File: config.mk
export PLATFORM = sky130hd
export DESIGN_NAME = dnn_param_loader
export DESIGN_NICKNAME = d
export VERILOG_FILES = /design/src/rtl/dnn_pkg.sv /design/src/rtl/dnn_param_loader.sv
export SDC_FILE = /design/constraint.sdc
export NUM_CORES = 1
export LEC_CHECK = 0
export ABC_AREA = 1
export CAP_MARGIN = 20
export CORE_ASPECT_RATIO = 0.6
export CORE_MARGIN = 5
export CORE_UTILIZATION = 25
export DETAILED_ROUTE_END_ITERATION = 12
export MAX_ROUTING_LAYER = met4
export PLACE_DENSITY_LB_ADDON = 0.08
export SLEW_MARGIN = 20
export SYNTH_ARGS = -nofsm -noshare
export SYNTH_HDL_FRONTEND = slang
export SYNTH_SLANG_ARGS = --single-unit
File: constraint.sdc
create_clock -name clk -period 5.2 [get_ports clk]
set_input_delay 0.78 -clock clk [delete_from_list [all_inputs] [get_ports clk]]
set_output_delay 0.78 -clock clk [all_outputs]
set_load 0.005 [all_outputs]
File: src/rtl/dnn_pkg.sv
// Shared types and elaboration helpers for the DNN parameter loader.
package dnn_pkg;

    typedef enum logic [1:0] {
        ST_IDLE,
        ST_LOAD,
        ST_DRAIN,
        ST_DONE
    } ld_state_t;

    function automatic int num_groups(input int f_num, input int lanes);
        return f_num / lanes;
    endfunction

    function automatic int grp_width(input int groups);
        return (groups > 1) ? $clog2(groups) : 1;
    endfunction

    function automatic bit lanes_ok(input int f_num, input int lanes);
        return (lanes > 0) && (f_num >= lanes) && ((f_num % lanes) == 0);
    endfunction

endpackage

File: src/rtl/dnn_param_loader.sv
// Streams weight/bias words into F_NUM cores, LANES cores per group,
// with stream-length checking and done/error status.
module dnn_param_loader
    import dnn_pkg::*;
#(
    parameter int F_NUM = 16,
    parameter int LANES = 4,
    parameter int DW    = 16,
    parameter int AW    = 10
) (
    input  logic                  clk,
    input  logic                  rst,
    input  logic                  start,
    input  logic                  bias_mode,
    input  logic [AW-1:0]         ks,
    input  logic                  src_valid,
    input  logic [LANES*DW-1:0]   src_data,
    input  logic                  src_last,
    output logic                  src_ready,
    output logic [F_NUM-1:0]      wr_en,
    output logic                  wr_bias,
    output logic [AW-1:0]         wr_addr,
    output logic [LANES*DW-1:0]   wr_data,
    output logic                  busy,
    output logic                  done,
    output logic                  err_len
);

    localparam int G  = num_groups(F_NUM, LANES);
    localparam int GW = grp_width(G);

    if (!lanes_ok(F_NUM, LANES)) begin : g_bad_lanes
        $error("F_NUM must be a non-zero multiple of LANES");
    end

    ld_state_t     state;
    logic          mode_bias;
    logic [AW-1:0] len_m1;
    logic [AW-1:0] addr;
    logic [GW-1:0] grp;
    logic          hs;
    logic          last_beat;

    function automatic logic [F_NUM-1:0] grp_mask(input logic [GW-1:0] g);
        logic [F_NUM-1:0] m;
        m = '0;
        for (int i = 0; i < F_NUM; i++) begin
            m[i] = ((i / LANES) == int'(g));
        end
        return m;
    endfunction

    assign hs        = src_valid & src_ready;
    assign last_beat = (grp == GW'(G - 1)) && (addr == len_m1);

    always_ff @(posedge clk) begin
        if (rst) begin
            state     <= ST_IDLE;
            mode_bias <= 1'b0;
            len_m1    <= '0;
            addr      <= '0;
            grp       <= '0;
            src_ready <= 1'b0;
            wr_en     <= '0;
            wr_bias   <= 1'b0;
            wr_addr   <= '0;
            wr_data   <= '0;
            busy      <= 1'b0;
            done      <= 1'b0;
            err_len   <= 1'b0;
        end else begin
            wr_en <= '0;
            done  <= 1'b0;
            unique case (state)
                ST_IDLE: begin
                    if (start) begin
                        mode_bias <= bias_mode;
                        len_m1    <= bias_mode ? '0 : ks - AW'(1);
                        addr      <= '0;
                        grp       <= '0;
                        err_len   <= 1'b0;
                        busy      <= 1'b1;
                        // A zero-length weight load is an immediate error.
                        if (!bias_mode && ks == '0) begin
                            err_len <= 1'b1;
                            state   <= ST_DONE;
                        end else begin
                            src_ready <= 1'b1;
                            state     <= ST_LOAD;
                        end
                    end
                end
                ST_LOAD: begin
                    if (hs) begin
                        wr_en   <= grp_mask(grp);
                        wr_addr <= mode_bias ? '0 : addr;
                        wr_data <= src_data;
                        wr_bias <= mode_bias;
                        if (last_beat) begin
                            if (src_last) begin
                                src_ready <= 1'b0;
                                state     <= ST_DONE;
                            end else begin
                                state <= ST_DRAIN;
                            end
                        end else if (src_last) begin
                            err_len   <= 1'b1;
                            src_ready <= 1'b0;
                            state     <= ST_DONE;
                        end else if (addr == len_m1) begin
                            addr <= '0;
                            grp  <= grp + GW'(1);
                        end else begin
                            addr <= addr + AW'(1);
                        end
                    end
                end
                ST_DRAIN: begin
                    if (hs && src_last) begin
                        err_len   <= 1'b1;
                        src_ready <= 1'b0;
                        state     <= ST_DONE;
                    end
                end
                ST_DONE: begin
                    done  <= 1'b1;
                    busy  <= 1'b0;
                    state <= ST_IDLE;
                end
                default: begin
                    src_ready <= 1'b0;
                    busy      <= 1'b0;
                    state     <= ST_IDLE;
                end
            endcase
        end
    end

endmodule
==> insert_results.sql <==
INSERT INTO impl_metrics (metric_group, metric, value, unit) VALUES
('status', 'result_of_the_run', 'finished, final reports clean', ''),
('synthesis', 'avgSynthCellArea', '7.14', 'um^2'),
('global_route', 'global_route_wire_length_before_repair', '23.8', 'mm'),
('pwr', 'power_report.internal_total', '0.00153', 'W'),
('clocking', 'cts_buffers', '9', ''),
('detailed_routing', 'detail_route.wl_per_cell', '14.8', 'um'),
('timing', 'grt_setup_unrepaired', 'no', ''),
('layout', 'final-instance-count-excl-fill', '1051', ''),
('synthesis', 'dominantRegCellSynth', 'sky130_fd_sc_hd__dfxtp_1', ''),
('timing', 'worst_slew_margin_rel', '0.375', ''),
('global_route', 'number_of_global_route_vias_before_repair', '4454', ''),
('pwr', 'power.switching', '0.000744', 'W'),
('hold_path', 'hp-class', 'reg2reg', ''),
('timing', 'skew', '8.26', 'ps'),
('floorplan', 'die_y_extent', '116', 'um'),
('synthesis', 'yosys-top-cells-area', 'sky130_fd_sc_hd__dfxtp_1, sky130_fd_sc_hd__nor2_1, sky130_fd_sc_hd__nand2_1', ''),
('synthesis', 'post-synth-top-count-cell', 'sky130_fd_sc_hd__nor2_1', ''),
('run', 'maxCapViolCount', '0', ''),
('clocking', 'post_cts_hold_buffer_count', '0', ''),
('floorplan', 'design.portCount', '175', ''),
('synthesis', 'synth_sequential_area_ratio', '0.458', ''),
('placed_design', 'io_buffer_count', '174', ''),
('worst_setup_path', 'crit_type', 'in2reg', ''),
('detailed_routing', 'via_per_inst', '4.39', ''),
('pwr', 'ir_worst_vdd', '0.162', 'mV'),
('layout', 'layout-drive-gt1-share', '0.0469', ''),
('synthesis', 'yosysWarnings', '0', ''),
('floorplan', 'placement_rows', '38', ''),
('synthesis', 'synth-edff-count', '0', ''),
('global_route', 'grt_start_max_net_pins', '75', ''),
('timing', 'period_share', '0.465', ''),
('clocking', 'post_cts.resized_instances', '0', ''),
('synthesis', 'synth_largest_area_cell', 'sky130_fd_sc_hd__dfxtp_1', ''),
('timing', 'slew_violations', '0', ''),
('detailed_routing', 'finalWirelength', '15.6', 'mm'),
('timing', 'timing.setup.tns', '0', 'ps'),
('worst_setup_path', 'crit_arrival', '2640', 'ps'),
('timing', 'finalHoldWorstSlack', '464', 'ps'),
('clocking', 'clkSlewWorstSetupHoldPaths', '70', 'ps'),
('detailed_routing', 'ant_nets', '0', ''),
('clocking', 'clock_tree.htree_level_count', '3', ''),
('pwr', 'power.density', '332', 'mW/mm^2'),
('clocking', 'clock_path_buffers', '2', ''),
('detailed_routing', 'met2RoutedLength', '6.41', 'mm'),
('global_route', 'grt_usage', '0.143', ''),
('floorplan', 'die-width', '187', 'um'),
('detailed_routing', 'post-route-drc-count', '0', ''),
('placed_design', 'gp_congestion', '0.892', ''),
('worst_setup_path', 'endpoint_kind', 'register', ''),
('clocking', 'tritoncts', 'done', ''),
('detailed_routing', 'first_pass_iters', '4', ''),
('detailed_routing', 'met3_wirelength', '1.22', 'mm'),
('clocking', 'source_to_sink_clock_delay_at_the_later_pin_of_the_worst_skew_pair', '350', 'ps'),
('layout', 'areaGrowthSynthToFinish', '44.7', '%'),
('clocking', 'cts.sink_count', '108', ''),
('clocking', 'number_of_buffers_inserted_by_post_cts_setup_repair', '0', ''),
('global_route', 'gr-total-overflow', '0', ''),
('pwr', 'clockPowerShare', '0.276', ''),
('worst_setup_path', 'maximum_fanout_along_the_worst_path', '15', ''),
('pwr', 'seq_power_share', '0.430', ''),
('floorplan', 'core_region_area', '0.0183', 'mm^2'),
('timing', 'tightest_slew', '935', 'ps'),
('timing', 'fmaxAchievable', '413', 'MHz'),
('clocking', 'clock_tree.root_cell', 'sky130_fd_sc_hd__clkbuf_16', ''),
('timing', 'setup-violations-final', '0', ''),
('synthesis', 'syn-instance-count', '661', ''),
('pwr', 'power.switching_fraction', '0.328', ''),
('synthesis', 'postSynth.asyncResetShare', '0', ''),
('layout', 'final_core_utilization', '0.373', ''),
('synthesis', 'synth_fp_nets', '752', ''),
('layout', 'num-nets-final', '897', '');
## path summary, 6_finish.rpt
| path | startpoint | endpoint | slack, ps | cells past startpoint |
|---|---|---|---|---|
| worst max-delay path | src_valid | src_ready | 2780 | 9 |
| worst min-delay path | wr_addr[5] | wr_addr[5] | 460 | 2 |
| worst max register to register | state[1] | wr_en[7] | 2820 | 7 |
| worst min register to register | wr_addr[5] | wr_addr[5] | 460 | 2 |
## state kept, by name, indices dropped and copies added (netlist names), 2 cells and up
register / cells
state: 2
grp: 2
addr: 10
wr_en: 4
wr_addr: 10
wr_data: 64
len_m1: 10
## stage by stage
step | power [W] | cell area, um^2
floorplan | 0.00138 | 4720
global placement | 0.00166 | 6570
detailed placement | 0.00166 | 6570
CTS | 0.00230 | 6830
global route | 0.00243 | 6830
finish | 0.00227 | 6830
## power groups by stage
stage               Combinational (W)  Clock (W)  Sequential [W]
finish                       0.000666   0.000627        0.000976
global route                 0.000747   0.000696        0.000988
detailed placement           0.000666          0        0.000993
floorplan                    0.000395          0        0.000982
CTS                          0.000669   0.000656        0.000976
global placement             0.000663          0        0.000992
## cell type report
cell class                      count  area (um^2)
Fill cell                        1878        11500
Sequential cell                   108         2160
Multi-Input combinational cell    461         2150
Timing Repair Buffer              179         1780
Tap cell                          240          300
Clock buffer                       11          233
Inverter                           47          176
Clock inverter                      4         27.5
Antenna cell                        1         2.50
## cells in the final DEF (no fill, tap or decap), types with 3 or more instances in the layout
cell type / instances
sky130_fd_sc_hd__a21oi_1: 29
sky130_fd_sc_hd__buf_4: 5
sky130_fd_sc_hd__nor2_1: 173
sky130_fd_sc_hd__nand2_1: 111
sky130_fd_sc_hd__clkdlybuf4s50_1: 174
sky130_fd_sc_hd__xor2_1: 3
sky130_fd_sc_hd__nand4_1: 8
sky130_fd_sc_hd__xnor2_1: 5
sky130_fd_sc_hd__a21oi_2: 4
sky130_fd_sc_hd__clkinvlp_4: 3
sky130_fd_sc_hd__ha_1: 11
sky130_fd_sc_hd__nand3_1: 23
sky130_fd_sc_hd__inv_1: 41
sky130_fd_sc_hd__clkbuf_16: 9
sky130_fd_sc_hd__or2_2: 3
sky130_fd_sc_hd__o21ai_0: 72
sky130_fd_sc_hd__nor3_1: 4
sky130_fd_sc_hd__inv_2: 5
sky130_fd_sc_hd__dfxtp_1: 108
## worst max-delay path: stages
cell	delay (ps)
sky130_fd_sc_hd__clkdlybuf4s50_1	480
sky130_fd_sc_hd__nand2_1	110
sky130_fd_sc_hd__nand2_1	80
sky130_fd_sc_hd__nand2_1	60
sky130_fd_sc_hd__inv_1	360
sky130_fd_sc_hd__nand2_1	180
sky130_fd_sc_hd__nor3_1	330
sky130_fd_sc_hd__and3_1	210
sky130_fd_sc_hd__nor3_1	40
## kinds of logic after synthesis
| group | Yosys count | share of synthesized area |
|---|---|---|
| and+or+nand+nor | 332 | 0.287 |
| DFF | 108 | 0.458 |
| xor gates and xnor gates | 8 | 0.0149 |
| AOI/OAI and AO/OA | 110 | 0.123 |
| buffers and inverters | 92 | 0.0880 |
| adders and majority gates | 11 | 0.0292 |
## layer usage
metal | vias to the layer above | GRT usage
li1 | 2379 | -
met1 | 2080 | 0.193
met2 | 139 | 0.198
met3 | 12 | 0.0568
met4 | 0 | 0.0369
met5 | - | -
No activity file was read; power rests on OpenSTA's default activity.
